===== config.mk =====
export PLATFORM = sky130hd
export DESIGN_NAME = weight_load_ctrl
export DESIGN_NICKNAME = d
export VERILOG_FILES = /design/src/rtl/weight_sched_pkg.sv /design/src/rtl/wsched_bank_tracker.sv /design/src/rtl/weight_load_ctrl.sv
export SDC_FILE = /design/constraint.sdc
export NUM_CORES = 1
export LEC_CHECK = 0
export ABC_CLOCK_PERIOD_IN_PS = 4450
export CAP_MARGIN = 20
export CORE_MARGIN = 5
export CORE_UTILIZATION = 40
export DETAILED_ROUTE_END_ITERATION = 10
export GPL_TIMING_DRIVEN = 0
export PLACE_DENSITY = 0.68
export SLEW_MARGIN = 20
export SYNTH_ARGS = -nofsm -noshare
export SYNTH_HDL_FRONTEND = slang
export SYNTH_SLANG_ARGS = --single-unit

===== constraint.sdc =====
create_clock -name clk -period 4.45 [get_ports clk]
set_clock_uncertainty 0.1 [all_clocks]
set_input_delay 0.445 -clock clk [delete_from_list [all_inputs] [get_ports clk]]
set_output_delay 0.445 -clock clk [all_outputs]
set_load 0.005 [all_outputs]

===== src/rtl/weight_sched_pkg.sv =====
// rtl/weight_sched_pkg.sv - shared constants and FSM encoding for the weight load scheduler
package weight_sched_pkg;

  localparam int BANK_BEATS = 2048;
  localparam int BURST_MAX  = 256;
  localparam int LEN_W      = 13;
  localparam int REM_W      = 16;

  typedef enum logic [2:0] {
    ST_IDLE  = 3'd0,
    ST_CALC  = 3'd1,
    ST_WAIT  = 3'd2,
    ST_ISSUE = 3'd3,
    ST_BUSY  = 3'd4,
    ST_DONE  = 3'd5
  } state_t;

endpackage


===== src/rtl/wsched_bank_tracker.sv =====
// rtl/wsched_bank_tracker.sv - ping/pong bank fill level, write pointer and full flags
module wsched_bank_tracker #(
  parameter int BANK_BEATS = 2048,
  parameter int FILL_W     = 12,
  parameter int LEN_W      = 13
) (
  input  logic              clk,
  input  logic              rst_n,
  input  logic              burst_done,
  input  logic [LEN_W-1:0]  len,
  input  logic [1:0]        bank_release,
  output logic [FILL_W-1:0] fill,
  output logic              wr_bank,
  output logic [1:0]        bank_full
);

  logic [FILL_W:0] fill_sum;
  logic            bank_wrap;
  logic [1:0]      set_mask;

  always_comb begin
    fill_sum  = {1'b0, fill} + (FILL_W+1)'(len);
    bank_wrap = burst_done && (fill_sum == (FILL_W+1)'(BANK_BEATS));
    set_mask  = 2'b00;
    if (bank_wrap) set_mask[wr_bank] = 1'b1;
  end

  // Release only clears bits already set; a simultaneous set on the same bank wins.
  always_ff @(posedge clk or negedge rst_n) begin
    if (!rst_n) begin
      fill      <= '0;
      wr_bank   <= 1'b0;
      bank_full <= 2'b00;
    end else begin
      bank_full <= (bank_full & ~bank_release) | set_mask;
      if (bank_wrap) begin
        fill    <= '0;
        wr_bank <= ~wr_bank;
      end else if (burst_done) begin
        fill    <= fill_sum[FILL_W-1:0];
      end
    end
  end

endmodule


===== src/rtl/weight_load_ctrl.sv =====
// rtl/weight_load_ctrl.sv - splits weight load jobs into bank-aligned weight-port bursts
module weight_load_ctrl #(
  parameter int BANK_BEATS = weight_sched_pkg::BANK_BEATS,
  parameter int BURST_MAX  = weight_sched_pkg::BURST_MAX
) (
  input  logic        clk,
  input  logic        rst_n,
  input  logic        job_valid,
  input  logic [15:0] job_beats,
  output logic        job_ready,
  output logic        job_done,
  input  logic        src_rdy,
  output logic        wp_start,
  output logic [12:0] wp_tran_time,
  input  logic        wp_done,
  output logic [1:0]  bank_full,
  input  logic [1:0]  bank_release,
  output logic        wr_bank
);
  import weight_sched_pkg::*;

  localparam int FILL_W = $clog2(BANK_BEATS + 1);

  state_t             state, state_nxt;
  logic [REM_W-1:0]   remaining;
  logic [FILL_W-1:0]  fill;
  logic [LEN_W-1:0]   len_calc;
  logic [16:0]        room;
  logic [16:0]        lim;
  logic               burst_done;
  logic               last_burst;

  always_comb begin
    room = 17'(BANK_BEATS) - 17'(fill);
    lim  = 17'(BURST_MAX);
    if (17'(remaining) < lim) lim = 17'(remaining);
    if (room < lim) lim = room;
    len_calc   = lim[LEN_W-1:0];
    burst_done = (state == ST_BUSY) && wp_done;
    last_burst = (remaining == REM_W'(wp_tran_time));
  end

  always_ff @(posedge clk or negedge rst_n) begin
    if (!rst_n) state <= ST_IDLE;
    else        state <= state_nxt;
  end

  always_comb begin
    state_nxt = state;
    case (state)
      ST_IDLE:  if (job_valid) state_nxt = ST_CALC;
      ST_CALC:  state_nxt = ST_WAIT;
      ST_WAIT:  if (!bank_full[wr_bank] && src_rdy) state_nxt = ST_ISSUE;
      ST_ISSUE: state_nxt = ST_BUSY;
      ST_BUSY:  if (wp_done) state_nxt = last_burst ? ST_DONE : ST_CALC;
      ST_DONE:  state_nxt = ST_IDLE;
      default:  state_nxt = ST_IDLE;
    endcase
  end

  always_comb begin
    job_ready = (state == ST_IDLE);
    wp_start  = (state == ST_ISSUE);
    job_done  = (state == ST_DONE);
  end

  // Burst length is frozen in CALC so it stays stable through the weight-port handshake.
  always_ff @(posedge clk or negedge rst_n) begin
    if (!rst_n) begin
      remaining    <= '0;
      wp_tran_time <= '0;
    end else begin
      if (state == ST_IDLE && job_valid) remaining <= job_beats;
      if (state == ST_CALC) wp_tran_time <= len_calc;
      if (burst_done) remaining <= remaining - REM_W'(wp_tran_time);
    end
  end

  wsched_bank_tracker #(
    .BANK_BEATS (BANK_BEATS),
    .FILL_W     (FILL_W),
    .LEN_W      (LEN_W)
  ) u_bank (
    .clk          (clk),
    .rst_n        (rst_n),
    .burst_done   (burst_done),
    .len          (wp_tran_time),
    .bank_release (bank_release),
    .fill         (fill),
    .wr_bank      (wr_bank),
    .bank_full    (bank_full)
  );

endmodule


==> results of run 1 <==
-- layer usage --
layer  track usage [%]  vias up  routed length (µm)
li1                  -     1834                   -
met1              26.5     1804                5140
met2              29.5       83                4910
met3              2.62       19                 549
met4              5.63        0                 224
met5                 0        -                   0
-- metrics by stage --
| stage | power [mW] | util (%) |
|---|---|---|
| global placement | 3.36 | 47.1 |
| detailed placement | 3.44 | 47.1 |
| finish | 3.81 | 48.3 |
| global route | 4.18 | 48.3 |
| floorplan | 2.76 | - |
| CTS | 3.80 | 48.3 |
-- flip-flops by register name (all words and copies together), names as in the netlist --
register / flops
state: 3
u_bank.fill: 12
u_bank.bank_full: 2
remaining: 16
u_bank.wr_bank: 1
wp_tran_time: 13
-- path summary, 6_finish.rpt --
kind / to / slack (ns)
worst max-delay path: wp_tran_time[1] / 0.56
worst min-delay path: remaining[9] / 0.05
worst max register to register: wp_tran_time[1] / 0.56
worst min register to register: u_bank.bank_full[1] / 0.44
max in group asynchronous: u_bank.fill[0] / 3.75
min in group clk: u_bank.bank_full[1] / 0.44
-- worst max-delay path: cells and delay by family (launching register included) --
family	cells	cell delay, ns
multiplexers	2	0.39
AO/OA/AOI/OAI	5	1.21
adder cells (fa/ha/maj)	1	0.28
flip-flops	1	0.44
buffers and inverters	2	0.21
AND/OR/NAND/NOR	3	1.15
-- power by group through the flow --
stage | Sequential, mW | Clock, mW | Combinational (mW)
2_1_floorplan | 0.776 | 0 | 1.99
4_1_cts | 0.843 | 0.343 | 2.61
3_5_place_dp | 0.850 | 0 | 2.59
6_report | 0.841 | 0.340 | 2.63
3_3_place_gp | 0.847 | 0 | 2.51
5_1_grt | 0.874 | 0.361 | 2.94
-- cells by family (layout without fill, tap and decap cells) --
kind of cell | after synthesis | after routing | share of synthesized area [%]
AO/OA/AOI/OAI | 131 | 131 | 22.3
multiplexers | 17 | 17 | 4.33
AND/OR/NAND/NOR | 174 | 174 | 21.3
other | 1 | 4 | 0.0933
flip-flops | 47 | 47 | 29.3
XOR/XNOR | 22 | 22 | 4.80
buffers and inverters | 50 | 99 | 5.05
adder cells (fa/ha/maj) | 40 | 40 | 12.8
-- area by class of cell --
type                    count  area (µm²)
fillers                   955        5050
repair buffers             41         408
inverters                  35         131
multi-input cells         388        2660
plain buffers              15        71.3
clock buffers               6        82.6
flip-flops and latches     47        1180
well taps                 133         166
clock inverters             2        35.0
-- cell usage in the layout, fill, tap and decap left out, types with 5 or more instances in the layout --
master,instances
and2_2,6
o21a_1,7
or3_1,9
and2_1,6
xnor2_1,15
a31oi_1,9
a21o_1,6
o21ai_1,12
o211ai_1,7
nand4_1,6
ha_1,38
nor2b_1,6
nor3_1,17
clkdlybuf4s50_1,40
inv_1,35
clkbuf_8,6
nor2_1,37
nand3_1,5
nand2_1,59
clkbuf_1,13
dfrtp_1,47
o21ai_0,28
nand2b_1,7
xor2_1,7
a21oi_1,19
a211oi_1,10
mux2i_1,14
==> impl_metrics.yaml, run 1 <==
status:
  outcome: "finished, final reports clean"
critical_path:
  criticalPathCategory: "flip-flop to flip-flop"
  cp.arrival_ns: 3.99
  crit_path_top_delay_cell: "or4_4"
  cp_cell_sequence: "or4_4, nor3_4, and2_2, inv_1, ha_1, a21o_1, a21o_2, a21o_2, a2111oi_4, o21ai_2, buf_6, mux2i_1, mux2_2"
  required_ns: 4.55
  rr_startpoint: "remaining[12]"
  critPathMaxFanout: 10
  r2r_cells: 13
  slowest_delay_ns: 0.56
  start_kind: "flip-flop"
  crit_path_start: "remaining[12]"
  end_kind: "flip-flop"
  path_common_cell: "a21o_2"
place:
  place_congestion: 0.890
  hpwlAfterDp_um: 8320
  placed_area_mm2: 0.00461
  place_inst: 659
  dp_slack_ns: 0.622
  port_buffers: 41
synth:
  synth.most_common_cell: "nand2_1"
  synthDominantCellAreaShare_pct: 29.3
  yosysWarnings: 0
  seq_area_frac_synth_pct: 29.3
  synth_area_leaders: "dfrtp_1, ha_1, nand2_1, mux2i_1, o21ai_0"
  synthTopCellsByCount: "nand2_1, dfrtp_1, ha_1"
  syn-cell-area_mm2: 0.00402
  synthFlopType: "dfrtp_1"
  ys_ff_latch: 47
  synth-edff-count: 0
  syn_avg_cell_area_um2: 8.34
  synthArstFlopShare_pct: 100
  synthDistinctLibCells: 60
  syn_inst: 482
  synth_top_area_cell: "dfrtp_1"
global_route:
  antenna_found_initial: 0
  grt_max_degree: 48
  grt.overflow.total: 0
  first_global_vias: 3668
  grt_first_pass_wirelength_um: 17800
  grtUsageTotal_pct: 18.7
timing:
  rsz0062_at_grt: "no"
  setup_ws_ns: 0.557
  worst_pin_slew_ns: 0.981
  min_period_over_period_pct: 87.5
  fmaxAchievable_ghz: 0.257
  max_slew_margin_pct: 34.1
  setup_violations: 0
  period_needed_ns: 3.89
  hold_ws_ns: 0.0544
  slew_violations: 0
  finalHoldViolations: 0
  tns_ns: 0
cts:
  cts_tree: "done"
  cts-buffers-inserted: 5
  cts_buffer_depth: 2
  clock_sinks: 47
  cts.clk_slew.worst_paths_ns: 0.09
  htreeDepth: 2
  postCtsHoldBufs: 0
  root_buffer: "clkbuf_8"
  clock_latency_ns: 0.30
  post_cts_resized: 0
  postCtsSetupBuffers: 0
routing:
  ant_nets: 0
  wl_um: 10800
  drt-initial-drc-count: 192
  num_vias: 3740
  dr.pass1.iters: 4
  avgViaCountPerCell: 5.61
  drc: 0
  post_drt_wl_per_cell_um: 16.2
final_layout:
  nets: 596
  fin_area_mm2: 0.00473
  n_antenna_cell: 0
  final_layout_size_suffix_gt1_share_pct: 6.18
  area_growth_syn_to_layout_pct: 17.6
  fin_cells: 667
die:
  chipWidth_um: 110
  core-area_mm2: 0.00977
  die_area_mm2: 0.0121
  io_pins: 42
  start_util_pct: 41.1
  rows: 36
  dieHeight_um: 110
power_and_ir_drop:
  switching_share_pct: 48.5
  p_comb_share_pct: 69.0
  p_sw_mw: 1.85
  intPower_mw: 1.96
  p_clk_share_pct: 8.9
  power_frac_seq_pct: 22.1
  ir_drop_mv: 0.291
  power_density_mw_per_mm2: 806
  p_leak_nw: 2.04
hold_path:
  hold_class: "input port to asynchronous set/reset pin"
run:
  drv_cap: 0
Power figures use the tool's default switching activity.
==> inputs of run 2 (changes only) <==
CAP_MARGIN = 25   (was 20)
==> impl_metrics.yaml, run 2 (synthesis results as in run 1) <==
critical_path:
  cp.arrival_ns: 3.97
  critPathMaxFanout: 10
  criticalPathCategory: "flip-flop to flip-flop"
  endpoint: "wp_tran_time[1]"
  rrSetupSlack_ns: 0.58
  start_kind: "flip-flop"
  required_ns: 4.55
  r2r-end: "wp_tran_time[1]"
  rr_startpoint: "remaining[12]"
  r2r_cells: 13
  end_kind: "flip-flop"
  crit_path_start: "remaining[12]"
die:
  start_util_pct: 41.1
  die_area_mm2: 0.0121
  core-area_mm2: 0.00977
  io_pins: 42
  dieHeight_um: 110
  chipWidth_um: 110
  rows: 36
routing:
  met1Wirelength_um: 5360
  dr_wl_met3_um: 358
  drc: 0
  ant_nets: 0
  post_drt_wl_per_cell_um: 16.2
  dr.pass1.iters: 4
  avgViaCountPerCell: 5.56
  drt-initial-drc-count: 199
  met2_length_um: 4890
  top_layer: "met4"
  num_vias: 3716
  wl_um: 10800
power_and_ir_drop:
  p_comb_share_pct: 69.0
  ir_drop_mv: 0.292
  intPower_mw: 1.96
  power_density_mw_per_mm2: 807
  p_sw_mw: 1.85
  p_clk_share_pct: 8.9
  switching_share_pct: 48.6
  p_total_mw: 3.82
  p_leak_nw: 2.05
  power_frac_seq_pct: 22.1
place:
  hpwlAfterDp_um: 8320
  port_buffers: 41
  dp_slack_ns: 0.622
  place_inst: 659
  place_congestion: 0.890
cts:
  cts_tree: "done"
  root_buffer: "clkbuf_8"
  cts_buffer_depth: 2
  clock_latency_ns: 0.30
  postCtsHoldBufs: 0
  htreeDepth: 2
  post_cts_resized: 0
  postCtsSetupBuffers: 0
  cts-buffers-inserted: 5
  clock_sinks: 47
  cts.clk_slew.worst_paths_ns: 0.09
final_layout:
  largest_registers: "remaining (16), wp_tran_time (13), u_bank.fill (12)"
  n_antenna_cell: 0
  fill_cells: 954
  largest_reg_flops: 16
  final_layout_size_suffix_gt1_share_pct: 6.36
  area_growth_syn_to_layout_pct: 17.8
  layout_common_cells: "nand2_1, dfrtp_1, clkdlybuf4s50_1"
  final_common_cell: "nand2_1"
  largest_register: "remaining"
  fin_cells: 668
  nets: 597
  finish.utilization_pct: 48.4
global_route:
  first_global_vias: 3668
  antenna_found_initial: 0
  grt.overflow.total: 0
  grt_max_degree: 48
  grtUsageTotal_pct: 18.7
  grt_first_pass_wirelength_um: 17800
status:
  outcome: "finished, final reports clean"
timing:
  setup_violations: 0
  worst_pin_slew_ns: 0.803
  setup_ws_ns: 0.580
  slew_violations: 0
  finalHoldViolations: 0
  min_period_over_period_pct: 87.0
  period_needed_ns: 3.87
  rsz0062_at_grt: "no"
  tns_ns: 0
  fmaxAchievable_ghz: 0.258
  max_slew_margin_pct: 46.2
run:
  drv_cap: 0
hold_path:
  hold_class: "input port to asynchronous set/reset pin"
run 2: cell types whose count changed in the layout (fill, tap and decap cells not counted):
cell   change
buf_2      +1
run 2: layout make-up:
type	instances	area [µm²]	area share, %
clock buffer	6	82.6	1.75
inverter	35	131	2.78
buffer	15	71.3	1.51
tap	133	166	3.52
sequential	47	1180	24.9
clock inverter	2	35.0	0.741
multi-input combinational	388	2660	56.1
timing repair buffer	42	413	8.73
run 2: worst min-delay path by stage:
stage	slack, ns	startpoint	cells past startpoint	endpoint
2_1_floorplan	0.05	rst_n	0	remaining[0]
3_3_place_gp	0.42	u_bank.bank_full[1]	1	u_bank.bank_full[1]
3_5_place_dp	0.42	rst_n	1	remaining[9]
4_1_cts	0.09	rst_n	1	remaining[9]
5_1_grt	0.12	rst_n	1	remaining[9]
6_report	0.05	rst_n	1	remaining[9]
run 2: layer usage:
layer | GRT usage [%] | up-vias
met2 | 29.5 | 77
met3 | 2.62 | 19
met1 | 26.5 | 1787
met5 | 0 | -
li1 | - | 1833
met4 | 5.63 | 0
run 2: power groups by stage:
stage	clock, mW	combinational [mW]	sequential, mW
2_1_floorplan	0	1.99	0.776
3_3_place_gp	0	2.51	0.847
3_5_place_dp	0	2.59	0.850
4_1_cts	0.343	2.61	0.843
5_1_grt	0.361	2.94	0.874
6_report	0.341	2.63	0.843
run 2: critical path, cell delays in order, from the launching register on:
cell	delay, ns
dfrtp_1	0.44
or4_4	0.56
nor3_4	0.35
and2_2	0.23
inv_1	0.04
ha_1	0.28
a21o_1	0.19
a21o_2	0.21
a21o_2	0.22
a2111oi_4	0.46
o21ai_2	0.11
buf_6	0.17
mux2i_1	0.13
mux2_2	0.26
run 2: stage by stage:
step                hold slack (ns)  instance area (µm²)
floorplan                    0.0494                 4030
global placement              0.420                 4610
detailed placement            0.416                 4610
CTS                          0.0888                 4730
global route                  0.117                 4730
finish                       0.0513                 4730
==> inputs of run 3 (changes only) <==
CORE_MARGIN = not set   (was 5)
==> impl_metrics.yaml, run 3 (synthesis results as in run 1) <==
timing:
  worst_pin_slew_ns: 0.954
  rsz0062_at_grt: "no"
  min_period_over_period_pct: 85.8
  tns_ns: 0
  period_needed_ns: 3.82
  setup_violations: 0
  finalHoldViolations: 0
  max_slew_margin_pct: 35.9
  fmaxAchievable_ghz: 0.262
  slew_violations: 0
critical_path:
  cp.arrival_ns: 3.92
  r2r_cells: 13
  crit_path_top_delay_cell: "or4_4"
  required_ns: 4.55
  criticalPathCategory: "flip-flop to flip-flop"
  path_common_cell: "a21o_2"
  r2r-end: "wp_tran_time[1]"
  rr_startpoint: "remaining[12]"
  rrSetupSlack_ns: 0.63
  start_kind: "flip-flop"
  cp_cell_sequence: "or4_4, nor3_4, and2_2, inv_1, ha_1, a21o_1, a21o_2, a21o_2, a2111oi_4, o21ai_2, buf_6, mux2i_1, mux2_2"
  slowest_delay_ns: 0.56
  end_kind: "flip-flop"
  crit_path_start: "remaining[12]"
  critPathMaxFanout: 10
routing:
  drc: 0
  drt-initial-drc-count: 208
  avgViaCountPerCell: 5.63
  wl_um: 10800
  ant_nets: 0
  num_vias: 3752
  post_drt_wl_per_cell_um: 16.3
  dr.pass1.iters: 5
cts:
  postCtsSetupBuffers: 0
  postCtsHoldBufs: 0
  root_buffer: "clkbuf_8"
  cts.clk_slew.worst_paths_ns: 0.09
  cts_tree: "done"
  cts-buffers-inserted: 5
  post_cts_resized: 0
  htreeDepth: 2
  cts_buffer_depth: 2
  clock_sinks: 47
  clock_latency_ns: 0.31
power_and_ir_drop:
  p_leak_nw: 2.02
  power_density_mw_per_mm2: 799
  ir_drop_mv: 0.262
die:
  chipWidth_um: 102
  die_area_mm2: 0.0104
  start_util_pct: 41.1
  io_pins: 42
  rows: 36
  core-area_mm2: 0.00977
  dieHeight_um: 102
final_layout:
  final_layout_size_suffix_gt1_share_pct: 5.81
  layout_common_cells: "nand2_1, dfrtp_1, clkdlybuf4s50_1"
  largest_register: "remaining"
  fill_cells: 962
  largest_reg_flops: 16
  largest_registers: "remaining (16), wp_tran_time (13), u_bank.fill (12)"
  n_antenna_cell: 0
  finish.utilization_pct: 48.0
  final_common_cell: "nand2_1"
  nets: 596
  area_growth_syn_to_layout_pct: 16.7
global_route:
  grt_first_pass_wirelength_um: 17800
  grt_max_degree: 48
  grt.overflow.total: 0
  antenna_found_initial: 0
  grtUsageTotal_pct: 22.1
  first_global_vias: 3576
place:
  hpwlAfterDp_um: 8250
  place_congestion: 0.869
  port_buffers: 41
run:
  drv_cap: 0
status:
  outcome: "finished, final reports clean"
hold_path:
  hold_class: "input port to asynchronous set/reset pin"
[run 3: report_power, final]
part	internal (mW)	switching (mW)	leakage, nW
Clock	0.111	0.154	0.0422
Sequential	0.613	0.229	0.583
Combinational	1.16	1.48	1.40
[run 3: area by class of cell]
cell class,count,area (µm²),share of cell area (%)
multi-input cells,388,2660,56.6
flip-flops and latches,47,1180,25.1
well taps,133,166,3.55
clock inverters,1,5.00,0.107
inverters,35,131,2.80
clock buffers,7,76.3,1.63
plain buffers,15,71.3,1.52
repair buffers,41,408,8.70
[run 3: worst max-delay path, delay by kind of cell (launching register included)]
family          cells  cell delay, ns
simple gates        3            1.14
compound gates      5            1.16
fa+ha+maj           1            0.28
mux                 2            0.39
buf+inv             2            0.21
flops               1            0.43
[run 3: per-stage QoR]
step	worst slack (ns)	instance area, µm²	hold slack (ns)	instances	power [mW]
after floorplan	0.998	4030	0.0494	485	2.76
after global placement	0.675	4610	0.421	659	3.36
after detailed placement	0.643	4610	0.412	659	3.45
after CTS	0.631	4690	0.0763	667	3.74
after global routing	0.473	4690	0.102	667	4.12
final	0.634	4690	0.0594	667	3.75
[run 3: metal layers]
metal / GRT usage [%] / vias to the layer above / part of all wire (%)
li1: - / 1833 / -
met1: 31.8 / 1798 / 48
met2: 34.8 / 99 / 45
met3: 2.46 / 22 / 4.5
met4: 6.92 / 0 / 2.2
met5: 0 / - / 0
[run 3: worst max-delay path by stage]
stage | slack [ns] | end | cells after the start
6_report | 0.63 | wp_tran_time[1] | 13
5_1_grt | 0.47 | wp_tran_time[1] | 13
4_1_cts | 0.63 | wp_tran_time[1] | 13
3_5_place_dp | 0.64 | wp_tran_time[1] | 13
3_3_place_gp | 0.67 | wp_tran_time[1] | 13
2_1_floorplan | 1.0 | wp_tran_time[1] | 13
